==> src/rtl/lamp_mon_pkg.sv <==
// Shared types and constants for the lamp safety monitor.
//   state_t : monitor FSM states (all-red hold, pass-through, fault flash)
//   head_t  : one signal head {g, y, r}
//   codes   : fault codes; the lowest non-zero code has the highest priority
//   cnt_w   : width of a saturating counter that must reach n
package lamp_mon_pkg;

  localparam int unsigned CODE_W = 3;

  typedef enum logic [1:0] {
    ST_ALLRED = 2'd0,
    ST_RUN    = 2'd1,
    ST_FLASH  = 2'd2
  } state_t;

  localparam logic [CODE_W-1:0] NONE      = 3'd0;
  localparam logic [CODE_W-1:0] CONFLICT  = 3'd1;
  localparam logic [CODE_W-1:0] MULTI     = 3'd2;
  localparam logic [CODE_W-1:0] DARK      = 3'd3;
  localparam logic [CODE_W-1:0] SHORT_YLW = 3'd4;
  localparam logic [CODE_W-1:0] SKIP_YLW  = 3'd5;

  typedef struct packed {
    logic g;
    logic y;
    logic r;
  } head_t;

  // Never returns zero, so a parameter of 0 still yields a legal vector width.
  function automatic int unsigned cnt_w(input int unsigned n);
    return (n == 0) ? 1 : $clog2(n + 1);
  endfunction

endpackage

==> src/rtl/lamp_head_check.sv <==
// Per-head sequence checker. Keeps the previous sample (S1p), the
// consecutive-yellow count and the consecutive-dark count for one head and
// reports the highest-priority head-local violation of the current sample.
// Ports:
//   clk, rst_n : clock, async active-low reset
//   en         : high while the monitor is passing lamps through; when low,
//                S1p and both counters are held at zero so checking restarts
//                from a clean history on the next entry to pass-through
//   s1         : current registered sample of this head
//   code_c     : MULTI, DARK, SHORT_YLW, SKIP_YLW or NONE (combinational)
module lamp_head_check
  import lamp_mon_pkg::*;
#(
  parameter int unsigned MIN_YLW  = 3,
  parameter int unsigned MAX_DARK = 1
) (
  input  logic              clk,
  input  logic              rst_n,
  input  logic              en,
  input  head_t             s1,
  output logic [CODE_W-1:0] code_c
);

  localparam int unsigned YW = cnt_w(MIN_YLW);
  localparam int unsigned DW = cnt_w(MAX_DARK);

  head_t         s1p;
  logic [YW-1:0] ylw_cnt;
  logic [DW-1:0] dark_cnt;

  logic multi_c;
  logic dark_c;

  assign multi_c = (s1.g & s1.y) | (s1.g & s1.r) | (s1.y & s1.r);
  assign dark_c  = ~(s1.g | s1.y | s1.r);

  // Violation decode; dark_cnt holds the dark run ending at S1p, so the
  // current dark cycle makes it dark_cnt+1 long.
  always_comb begin
    code_c = NONE;
    if (en) begin
      if (multi_c) begin
        code_c = MULTI;
      end else if (dark_c && (dark_cnt >= DW'(MAX_DARK))) begin
        code_c = DARK;
      end else if (s1p.y && !s1.y && (ylw_cnt < YW'(MIN_YLW))) begin
        code_c = SHORT_YLW;
      end else if (s1p.g && s1.r && !s1.g) begin
        code_c = SKIP_YLW;
      end
    end
  end

  // History registers; counters saturate so they never wrap.
  always_ff @(posedge clk or negedge rst_n) begin
    if (!rst_n) begin
      s1p      <= '0;
      ylw_cnt  <= '0;
      dark_cnt <= '0;
    end else if (!en) begin
      s1p      <= '0;
      ylw_cnt  <= '0;
      dark_cnt <= '0;
    end else begin
      s1p <= s1;
      if (!s1.y) begin
        ylw_cnt <= '0;
      end else if (ylw_cnt < YW'(MIN_YLW)) begin
        ylw_cnt <= ylw_cnt + 1'b1;
      end
      if (!dark_c) begin
        dark_cnt <= '0;
      end else if (dark_cnt < DW'(MAX_DARK)) begin
        dark_cnt <= dark_cnt + 1'b1;
      end
    end
  end

endmodule

==> src/rtl/lamp_safety_monitor.sv <==
// Lamp conflict monitor between the traffic-light sequencer and the lamp
// drivers. Samples the six lamp requests, checks every sample, and either
// passes it to the drivers or falls back to flashing red with a latched fault.
// Ports:
//   CK, CLR            : clock (rising edge), async active-low reset
//   GRN1..RED2         : lamp requests from the sequencer
//   ACK                : operator acknowledge, honoured only while flashing
//   L_GRN1..L_RED2     : registered lamp drives
//   FAULT              : fault latched, not yet acknowledged
//   FAULT_CODE         : first fault code seen, 0 when none
//   FLASH              : monitor is in the flashing-red state
module lamp_safety_monitor
  import lamp_mon_pkg::*;
#(
  parameter int unsigned MIN_YLW    = 3,
  parameter int unsigned MAX_DARK   = 1,
  parameter int unsigned FLASH_HALF = 4,
  parameter int unsigned ALLRED_CYC = 8
) (
  input  logic              CK,
  input  logic              CLR,
  input  logic              GRN1,
  input  logic              YLW1,
  input  logic              RED1,
  input  logic              GRN2,
  input  logic              YLW2,
  input  logic              RED2,
  input  logic              ACK,
  output logic              L_GRN1,
  output logic              L_YLW1,
  output logic              L_RED1,
  output logic              L_GRN2,
  output logic              L_YLW2,
  output logic              L_RED2,
  output logic              FAULT,
  output logic [CODE_W-1:0] FAULT_CODE,
  output logic              FLASH
);

  localparam int unsigned AW = cnt_w(ALLRED_CYC);
  localparam int unsigned FW = cnt_w(FLASH_HALF);

  localparam head_t RED_ON  = head_t'(3'b001);
  localparam head_t ALL_OFF = head_t'(3'b000);

  head_t         s1_h1;
  head_t         s1_h2;
  head_t         drv_h1;
  head_t         drv_h2;
  state_t        state;
  logic [AW-1:0] ar_cnt;
  logic [FW-1:0] fl_cnt;

  logic              run_c;
  logic              conflict_c;
  logic [CODE_W-1:0] code_h1_c;
  logic [CODE_W-1:0] code_h2_c;
  logic [CODE_W-1:0] code_c;

  // Stage S1: sample the sequencer requests every cycle.
  always_ff @(posedge CK or negedge CLR) begin
    if (!CLR) begin
      s1_h1 <= '0;
      s1_h2 <= '0;
    end else begin
      s1_h1 <= '{g: GRN1, y: YLW1, r: RED1};
      s1_h2 <= '{g: GRN2, y: YLW2, r: RED2};
    end
  end

  assign run_c = (state == ST_RUN);

  lamp_head_check #(
    .MIN_YLW  (MIN_YLW),
    .MAX_DARK (MAX_DARK)
  ) u_head1 (
    .clk    (CK),
    .rst_n  (CLR),
    .en     (run_c),
    .s1     (s1_h1),
    .code_c (code_h1_c)
  );

  lamp_head_check #(
    .MIN_YLW  (MIN_YLW),
    .MAX_DARK (MAX_DARK)
  ) u_head2 (
    .clk    (CK),
    .rst_n  (CLR),
    .en     (run_c),
    .s1     (s1_h2),
    .code_c (code_h2_c)
  );

  // Green or yellow on both heads at once grants right of way twice.
  assign conflict_c = (s1_h1.g | s1_h1.y) & (s1_h2.g | s1_h2.y);

  // Priority resolution: the lowest non-zero code wins.
  always_comb begin
    code_c = NONE;
    if (run_c) begin
      if (conflict_c) begin
        code_c = CONFLICT;
      end else if ((code_h1_c != NONE) &&
                   ((code_h2_c == NONE) || (code_h1_c <= code_h2_c))) begin
        code_c = code_h1_c;
      end else begin
        code_c = code_h2_c;
      end
    end
  end

  // Monitor FSM with registered drives and status.
  always_ff @(posedge CK or negedge CLR) begin
    if (!CLR) begin
      state      <= ST_ALLRED;
      ar_cnt     <= '0;
      fl_cnt     <= '0;
      drv_h1     <= RED_ON;
      drv_h2     <= RED_ON;
      FAULT      <= 1'b0;
      FAULT_CODE <= NONE;
      FLASH      <= 1'b0;
    end else begin
      case (state)
        ST_ALLRED: begin
          drv_h1 <= RED_ON;
          drv_h2 <= RED_ON;
          if (ar_cnt == AW'(ALLRED_CYC - 1)) begin
            state  <= ST_RUN;
            ar_cnt <= '0;
          end else begin
            ar_cnt <= ar_cnt + 1'b1;
          end
        end

        ST_RUN: begin
          // A faulty sample is replaced by red-on at the same edge.
          if (code_c != NONE) begin
            state      <= ST_FLASH;
            fl_cnt     <= '0;
            drv_h1     <= RED_ON;
            drv_h2     <= RED_ON;
            FAULT      <= 1'b1;
            FAULT_CODE <= code_c;
            FLASH      <= 1'b1;
          end else begin
            drv_h1 <= s1_h1;
            drv_h2 <= s1_h2;
          end
        end

        ST_FLASH: begin
          if (ACK) begin
            state      <= ST_ALLRED;
            ar_cnt     <= '0;
            fl_cnt     <= '0;
            drv_h1     <= RED_ON;
            drv_h2     <= RED_ON;
            FAULT      <= 1'b0;
            FAULT_CODE <= NONE;
            FLASH      <= 1'b0;
          end else if (fl_cnt == FW'(FLASH_HALF - 1)) begin
            // End of a half period: both reds change phase together.
            fl_cnt <= '0;
            drv_h1 <= drv_h1.r ? ALL_OFF : RED_ON;
            drv_h2 <= drv_h1.r ? ALL_OFF : RED_ON;
          end else begin
            fl_cnt <= fl_cnt + 1'b1;
          end
        end

        default: begin
          state <= ST_ALLRED;
        end
      endcase
    end
  end

  assign L_GRN1 = drv_h1.g;
  assign L_YLW1 = drv_h1.y;
  assign L_RED1 = drv_h1.r;
  assign L_GRN2 = drv_h2.g;
  assign L_YLW2 = drv_h2.y;
  assign L_RED2 = drv_h2.r;

endmodule

==> config.mk <==
export PLATFORM = sky130hd
export DESIGN_NAME = lamp_safety_monitor
export DESIGN_NICKNAME = d
export VERILOG_FILES = /design/src/rtl/lamp_mon_pkg.sv /design/src/rtl/lamp_head_check.sv /design/src/rtl/lamp_safety_monitor.sv
export SDC_FILE = /design/constraint.sdc
export NUM_CORES = 1
export LEC_CHECK = 0
export BUFFER_PORTS_ARGS = -buffer_cell sky130_fd_sc_hd__buf_2
export CORE_MARGIN = 2
export CORE_UTILIZATION = 62
export DETAILED_ROUTE_END_ITERATION = 7
export GPL_TIMING_DRIVEN = 0
export PLACE_DENSITY = 0.85
export REMOVE_ABC_BUFFERS = 1
export SYNTH_ARGS = -nofsm -noshare
export SYNTH_HDL_FRONTEND = slang
export SYNTH_SLANG_ARGS = --single-unit
==> constraint.sdc <==
create_clock -name CK -period 7.2 [get_ports CK]
set_input_delay 0.36 -clock CK [delete_from_list [all_inputs] [get_ports CK]]
set_output_delay 0.36 -clock CK [all_outputs]
set_load 0.005 [all_outputs]
======== Word-level counts from Yosys, hierarchy flattened ========
Cells that the tools add are included.
Widths: inputs -> output; s select.
word-level totals
  bits of input ports ..................... 9
  output and inout bits ................... 11
  register bits after elaboration ......... 35
cells by class
  equal/unequal tests ..................... 12
  add/sub/neg operators ................... 6
  bitwise logic cells ..................... 17
  multiplexer cells ....................... 51
  reduce and logical (&&, ||, !) cells .... 28
  magnitude comparators ................... 7
operators with widths
  operator             count
  $mux 3               24
  $mux 2               9
  $pmux 3 s3           2
  $pmux 3 s2           2
  $logic_and 1x1->1    11
  $mux 1               9
  $ne 3x3->1 const B   3
  $reduce_bool 3->1    3
  $mux 4               2
  $or 1x1->1           8
  $pmux 4 s2           1
  $and 1x1->1          7
  $ne 2x2->1 const B   3
  $pmux 2 s3           1
  $reduce_and 2->1     3
  $reduce_and 3->1     2
  $add 2x1->2 const B  2
  $add 4x1->4 const B  1
  $eq 4x3->1 const B   1
  $logic_not 1->1      4
  $lt 2x2->1 const B   2
  $reduce_bool 2->1    2
  $add 3x1->3 const B  1
  $eq 3x2->1 const B   1
  13 further kinds     17

======== Logic depth before layout (Yosys ltp) ========
Gate-level depths: netlist of run 1.
  depth after elaboration ................. 16
  depth in mapped cells ................... 13
  gate-level depth less buffers ........... 13

======== By module ========
From an unflattened synthesis of run 1, not the netlist that was laid out.
unflattened totals
  cell total of the unflattened synthesis .. 193
  area total of the unflattened synthesis .. 1899.3 um^2
modules (own cells, without submodules)
  module               times used  area each (um^2)  cells each  sequential area each (um^2)
  lamp_safety_monitor  1           1373.8            137         628.1
  lamp_head_check      2           262.8             28          125.1

======== Worst setup path after synthesis of run 1 ========
OpenSTA, ideal clock, no wires.
  kind .................................... register to register
  from .................................... reg state[1]
  to ...................................... reg fl_cnt[0]
  path buffers ............................ 1
  arrival ................................. 2.985 ns
  slack ................................... 4.087 ns
  stages on the path, launching flop included .. 12
  cells stage by stage .................... dfrtp_1 > inv_1 > ha_1 > clkbuf_1 > nand2_1 > ha_1 > a211oi_1 > o211ai_1 > a21o_1 > o31a_4 > o22ai_4 > mux2_1
on the way
  word-level cells in the longest chain between the ends .. 11
RTL lines
  what                                                  line                                                   source
  start: declaration                                    lamp_safety_monitor.sv:50                              state_t state;
  start signal: assignment                              lamp_safety_monitor.sv:116                             state <= ST_ALLRED;
  start signal: assignment                              lamp_safety_monitor.sv:130                             state <= ST_RUN;
  start signal: assignment                              lamp_safety_monitor.sv:140                             state <= ST_FLASH;
  $eq 2x1->1                                            lamp_safety_monitor.sv:71, lamp_safety_monitor.sv:125
  $mux 3                                                lamp_head_check.sv:41                                  if (en) begin
  $le 3x3->1 / $logic_not 3->1 (equally long branches)  lamp_safety_monitor.sv:105                             ((code_h2_c == NONE) || (code_h1_c <= code_h2_c))) begin
  $logic_or 1x1->1                                      lamp_safety_monitor.sv:105
  $logic_and 1x1->1                                     lamp_safety_monitor.sv:104                             end else if ((code_h1_c != NONE) &&
  $mux 3                                                lamp_safety_monitor.sv:104
  $mux 3                                                lamp_safety_monitor.sv:102                             if (conflict_c) begin
  $mux 3                                                lamp_safety_monitor.sv:101                             if (run_c) begin
  $reduce_bool 3->1                                     lamp_safety_monitor.sv:139                             if (code_c != NONE) begin
  $ne 2x2->1 (no line)                                  -
  $reduce_and 2->1 (no line)                            -
  end signal: assignment                                lamp_safety_monitor.sv:169                             fl_cnt <= fl_cnt + 1'b1;
  end: declaration                                      lamp_safety_monitor.sv:52                              logic [FW-1:0] fl_cnt;
Parallel ways exist; a longest one is shown, timed or not.
A chain may end at the register's enable or synchronous reset.

======== Worst setup path in the final report of run 1 ========
Ends and elaborated chain as after synthesis.

==> flow_metrics.py, run 1 <==
metrics = {
    "status": {
        "status": "finished, final reports clean",
    },
    "final_layout": {
        "diodes": 0,
        "final_cell_mix": "33 x dfrtp_1, 21 x nand2_1, 19 x buf_2",
        "final_cell_area_mm2": 0.00208,
        "fin_nets": 232,
        "final_common_cell": "dfrtp_1",
        "fillerInstances": 216,
        "finalNonFillerCells": 244,
        "multiInputGateArea_um2": 941,
        "syn2layout_area_growth_pct": 10.7,
        "seqCellArea_um2": 878,
        "drive_gt1_share_pct": 17.8,
        "final_util_pct": 73.6,
    },
    "floorplan": {
        "die_y_um": 59.1,
        "boundaryPins": 20,
        "initial_core_util_pct": 66.4,
        "die_w_um": 59.1,
        "fp-row-count": 19,
        "core-area_mm2": 0.00283,
        "dieArea_mm2": 0.00349,
    },
    "grt": {
        "grt_pass1_vias": 1472,
        "grt_usage_pct": 25.7,
        "antenna_found_initial": 0,
        "grt-ovfl-total": 0,
        "grt_pass1_wl_um": 6700,
        "grt_start_max_net_pins": 36,
    },
    "clock_network": {
        "cts-resized-gates": 0,
        "clock_path_buffers": 2,
        "path_clk_slew_ns": 0.11,
        "cts_root_buf": "clkbuf_4",
        "clkSinkCount": 35,
        "cts_setup_buffers": 0,
        "hold_buffers": 0,
        "tritoncts": "done",
        "numCtsBuffers": 5,
        "clk_latency_ns": 0.34,
        "htreeDepth": 2,
    },
    "sta": {
        "fin_crit_sh_pct": 53.0,
        "fin_setup_tns_ns": 0,
        "slew_headroom_pct": 47.5,
        "slew_viol_final": 0,
        "setup_viol": 0,
        "skew_ns": 0.00585,
        "worstMarginPinSlew_ns": 0.787,
        "hold_viol_final": 0,
        "rsz0062_at_grt": "no",
        "fin_ws_ns": 3.38,
        "fmax_mhz": 262,
        "min_period_ns": 3.82,
        "holdWs_ns": 0.0873,
    },
    "synth": {
        "synthFlopType": "dfrtp_1",
        "syn-instance-count": 190,
        "synth_area_per_cell_um2": 9.89,
        "yosys_warnings": 0,
        "synth_enable_flop_cells": 0,
        "mappedNetlistArea_mm2": 0.00188,
        "synth_cell_type_count": 51,
        "seq_area_frac_synth_pct": 46.7,
        "synth-async-reset-ratio_pct": 100,
        "ys_seq_elements": 35,
    },
    "critical_path": {
        "slowest_delay_ns": 0.57,
        "crit_required_ns": 7.43,
        "critical_path_arrival_ns": 4.05,
        "worstSetupPathType": "flip-flop to flip-flop",
        "path_buf_inv": 2,
        "cpMaxStageDelayCell": "ha_1",
        "crit_path_end_kind": "flip-flop",
        "r2r_setup_slack_ns": 3.38,
        "reg2reg_depth": 11,
        "startpoint_type": "flip-flop",
        "crit_chain": "inv_1, ha_1, inv_1, a31oi_1, ha_1, a211oi_1, o211ai_1, a21o_1, o31a_4, o22ai_4, mux2_1",
        "cp_max_fo": 16,
        "worst-path-stages": 11,
        "r2r_end": "fl_cnt[0]",
        "reg2reg_from": "state[1]",
        "critPathTopFamily": "compound AO/OA/AOI/OAI gates",
    },
    "power_and_ir_drop": {
        "power_density_mw_per_mm2": 323,
        "vdd_drop_max_v": 0.000231,
        "p_leak_nw": 1.00,
        "finalPower_mw": 0.671,
    },
    "placed_design": {
        "place_congestion": 0.850,
        "dp_hpwl_um": 2820,
        "placed_cell_area_mm2": 0.00199,
        "dp_slack_ns": 3.42,
        "dp.cells": 236,
        "port_buffers": 19,
    },
    "job": {
        "maxCapViolations": 0,
    },
    "routing": {
        "drt-wirelength-per-cell_um": 15.8,
        "drc": 0,
        "wirelength_um": 3850,
        "dr.pass1.iters": 4,
        "drtIter0Drc": 128,
        "via_per_inst": 6.13,
        "vias": 1495,
        "ant_nets": 0,
    },
    "min_path": {
        "hp-class": "input port to async pin",
    },
}
## worst max path at each step
| stage | startpoint | endpoint | slack (ns) |
|---|---|---|---|
| 2_1_floorplan | state[1] | fl_cnt[0] | 3.97 |
| 3_3_place_gp | state[1] | fl_cnt[0] | 3.53 |
| 3_5_place_dp | state[1] | fl_cnt[0] | 3.42 |
| 4_1_cts | state[1] | fl_cnt[0] | 3.40 |
| 5_1_grt | state[1] | fl_cnt[0] | 3.11 |
| 6_report | state[1] | fl_cnt[0] | 3.38 |
## synthesized netlist by cell type (3+ instances only)
cell,n,area share [%]
mux2i_1,4,2.1
ha_1,11,7.3
nand2b_1,3,1.0
nand2_1,21,4.2
clkbuf_1,3,0.60
nor2_1,18,3.6
nand3b_1,3,1.2
o211ai_1,3,1.2
xor2_1,3,1.4
nor2b_1,3,1.0
nand3_1,4,1.1
a21oi_1,5,1.3
and2_1,3,1.0
nor3_1,5,1.3
inv_1,11,2.2
dfrtp_1,33,44
o21ai_0,12,3.2
o22ai_1,5,1.7
## cells by family after synthesis
logic type | synth area share (%)
mux | 3.33
compound gates | 19.1
xor+xnor | 1.40
flops | 46.7
simple gates | 18.9
fa+ha+maj | 7.32
buf+inv | 3.20
## worst register-to-register path: stages, from the launching register on
cell and delay [ns]:
dfrtp_1 0.41, inv_1 0.11, ha_1 0.57, inv_1 0.33, a31oi_1 0.23, ha_1 0.27, a211oi_1 0.47, o211ai_1 0.18
a21o_1 0.24, o31a_4 0.41, o22ai_4 0.16, mux2_1 0.34
## metal layers
| layer | GRT usage (%) | up-vias | share of wire [%] |
|---|---|---|---|
| li1 | - | 725 | - |
| met1 | 35.4 | 720 | 45 |
| met2 | 41.7 | 46 | 49 |
| met3 | 4.80 | 4 | 5.0 |
| met4 | 7.47 | 0 | 0.83 |
| met5 | 0 | - | 0 |
## cell type report
type	instances	area share [%]
multi-input combinational	140	45.2
sequential	35	42.2
timing repair buffer	19	4.57
clock buffer	6	2.47
inverter	11	1.98
tap	31	1.86
clock inverter	2	1.68
## sequential cells by signal (all words and copies together), names as in the netlist, 2 cells and up
signal           count
FAULT_CODE           3
ar_cnt               4
fl_cnt               3
s1_h1                3
s1_h2                3
state                2
u_head1.s1p          2
u_head1.ylw_cnt      2
u_head2.s1p          2
u_head2.ylw_cnt      2
## power breakdown
| group | leakage [nW] | total (mW) | internal [mW] | switching [mW] |
|---|---|---|---|---|
| logic | 0.493 | 0.251 | 0.105 | 0.146 |
| clock network | 0.0482 | 0.149 | 0.0820 | 0.0667 |
| registers | 0.460 | 0.272 | 0.240 | 0.0316 |
(Power assumes the default switching activity.)
==> inputs of run 2 (changes only) <==
Settings changed: CORE_UTILIZATION 62 to 58, PLACE_DENSITY 0.85 to 0.81.
Clock period 7.2 ns to 3.9 ns, I/O delays scaled along.
==> run 2 against run 1 <==
Against the previous run:
- via count up 2.3%
- clock-buffer cell count unchanged
- critical path type unchanged
- critical path depth unchanged
- power up 84%
- cell count up 8.2%
- sequential power up 85%
- die area up 6.4%
- clock power up 79%
- design area up 4.3%
- largest power group unchanged
==> flow_metrics.py, run 2 (same netlist as run 1, synthesis figures left out) <==
metrics = {
    "status": {
        "status": "finished, final reports clean",
    },
    "placed_design": {
        "place_congestion": 0.809,
        "dp_hpwl_um": 2760,
        "dp_slack_ns": -0.00291,
        "port_buffers": 19,
    },
    "routing": {
        "dr.pass1.iters": 4,
        "drt-wirelength-per-cell_um": 14.4,
        "drtIter0Drc": 121,
        "via_per_inst": 5.80,
        "vias": 1530,
        "drc": 0,
        "ant_nets": 0,
        "wirelength_um": 3800,
    },
    "critical_path": {
        "cp_common_cell": "inv_1",
        "worst-path-stages": 11,
        "reg2reg_from": "state[1]",
        "critPathTopFamily": "compound AO/OA/AOI/OAI gates",
        "path_buf_inv": 2,
        "crit_path_end_kind": "flip-flop",
        "reg2reg_depth": 11,
        "setup.worst_path.start": "state[1]",
        "startpoint_type": "flip-flop",
        "r2r_setup_slack_ns": 0.24,
        "endpoint": "fl_cnt[0]",
        "critical_path_arrival_ns": 3.88,
        "crit_chain": "inv_1, ha_2, inv_1, a31oi_1, ha_1, a211oi_1, o211ai_1, a21o_1, o31a_4, o22ai_4, mux2_1",
        "slowest_delay_ns": 0.53,
        "cpMaxStageDelayCell": "a211oi_1",
        "r2r_end": "fl_cnt[0]",
        "crit_required_ns": 4.12,
        "worstSetupPathType": "flip-flop to flip-flop",
        "cp_max_fo": 16,
    },
    "final_layout": {
        "final_cell_mix": "33 x dfrtp_1, 21 x nand2_1, 19 x buf_2",
        "largest_reg_flops": 4,
        "final_common_cell": "dfrtp_1",
        "syn2layout_area_growth_pct": 15.4,
        "fin_nets": 239,
        "drive_gt1_share_pct": 17.7,
        "regMostFlops": "ar_cnt",
        "diodes": 0,
    },
    "sta": {
        "slew_viol_final": 0,
        "fmax_mhz": 273,
        "fin_crit_sh_pct": 93.9,
        "fin_ws_ns": 0.238,
        "setup_viol": 0,
        "rsz0062_at_grt": "no",
        "worstMarginPinSlew_ns": 0.751,
        "skew_ns": 0.00782,
        "min_period_ns": 3.66,
        "hold_viol_final": 0,
        "holdWs_ns": 0.120,
        "fin_setup_tns_ns": 0,
        "slew_headroom_pct": 50.0,
    },
    "clock_network": {
        "clock_path_buffers": 2,
        "tritoncts": "done",
        "numCtsBuffers": 5,
        "clk_latency_ns": 0.33,
        "htreeDepth": 2,
        "path_clk_slew_ns": 0.10,
        "clkSinkCount": 35,
        "cts_root_buf": "clkbuf_4",
    },
    "grt": {
        "grt_start_max_net_pins": 36,
        "grt-ovfl-total": 0,
        "grt_pass1_vias": 1415,
        "grt_usage_pct": 24.3,
        "grt_pass1_wl_um": 6470,
        "antenna_found_initial": 0,
    },
    "floorplan": {
        "dieArea_mm2": 0.00371,
        "boundaryPins": 20,
        "core-area_mm2": 0.00308,
        "initial_core_util_pct": 61.1,
        "die_y_um": 60.9,
        "die_w_um": 60.9,
        "fp-row-count": 20,
    },
    "power_and_ir_drop": {
        "vdd_drop_max_v": 0.000283,
        "power_density_mw_per_mm2": 571,
        "finalPower_mw": 1.24,
        "p_leak_nw": 1.03,
    },
    "job": {
        "maxCapViolations": 0,
    },
    "min_path": {
        "hp-class": "input port to flip-flop",
    },
}
==> run 2: per-stage QoR <==
| stage | util (%) | instances | area, µm² |
|---|---|---|---|
| 2_1_floorplan | - | 186 | 1860 |
| 3_3_place_gp | 65.3 | 249 | 2010 |
| 3_5_place_dp | 65.3 | 249 | 2010 |
| 4_1_cts | 70.5 | 264 | 2170 |
| 5_1_grt | 70.5 | 264 | 2170 |
| 6_report | 70.5 | 264 | 2170 |
==> run 2: worst min path at each step <==
stage / startpoint / to / cells after the start
6_report: ACK / ar_cnt[2] / 2
5_1_grt: ACK / ar_cnt[0] / 2
4_1_cts: ACK / ar_cnt[0] / 2
3_5_place_dp: CLR / u_head2.s1p[1] / 1
3_3_place_gp: CLR / u_head2.ylw_cnt[0] / 1
2_1_floorplan: CLR / FAULT_CODE[0] / 0
==> run 2: final cells by class <==
type,count,area [µm²]
timing repair buffer,26,165
tap,44,55.1
inverter,11,41.3
sequential,35,878
clock buffer,6,51.3
clock inverter,2,35.0
multi-input combinational,140,943
fill,240,908
==> run 2: power by group <==
group,switching [mW],total (mW),internal (mW)
clock network,0.116,0.267,0.151
registers,0.0586,0.502,0.443
logic,0.270,0.469,0.199
total,0.444,1.24,0.794
==> run 2: what timing repair did <==
action | in CTS | in global routing
endpoints found under the hold margin | 39 | 0
setup buffers | 0 | 0
setup endpoints to repair | 1 | 0
hold buffers | 7 | 0
gates resized for setup | 1 | 0
==> run 2: metal layers <==
metal	GRT usage [%]	up-vias	share of wire [%]
li1	-	735	-
met1	31.9	737	45
met2	38.9	49	48
met3	6.82	9	5.3
met4	8.70	0	1.8
met5	0	-	0
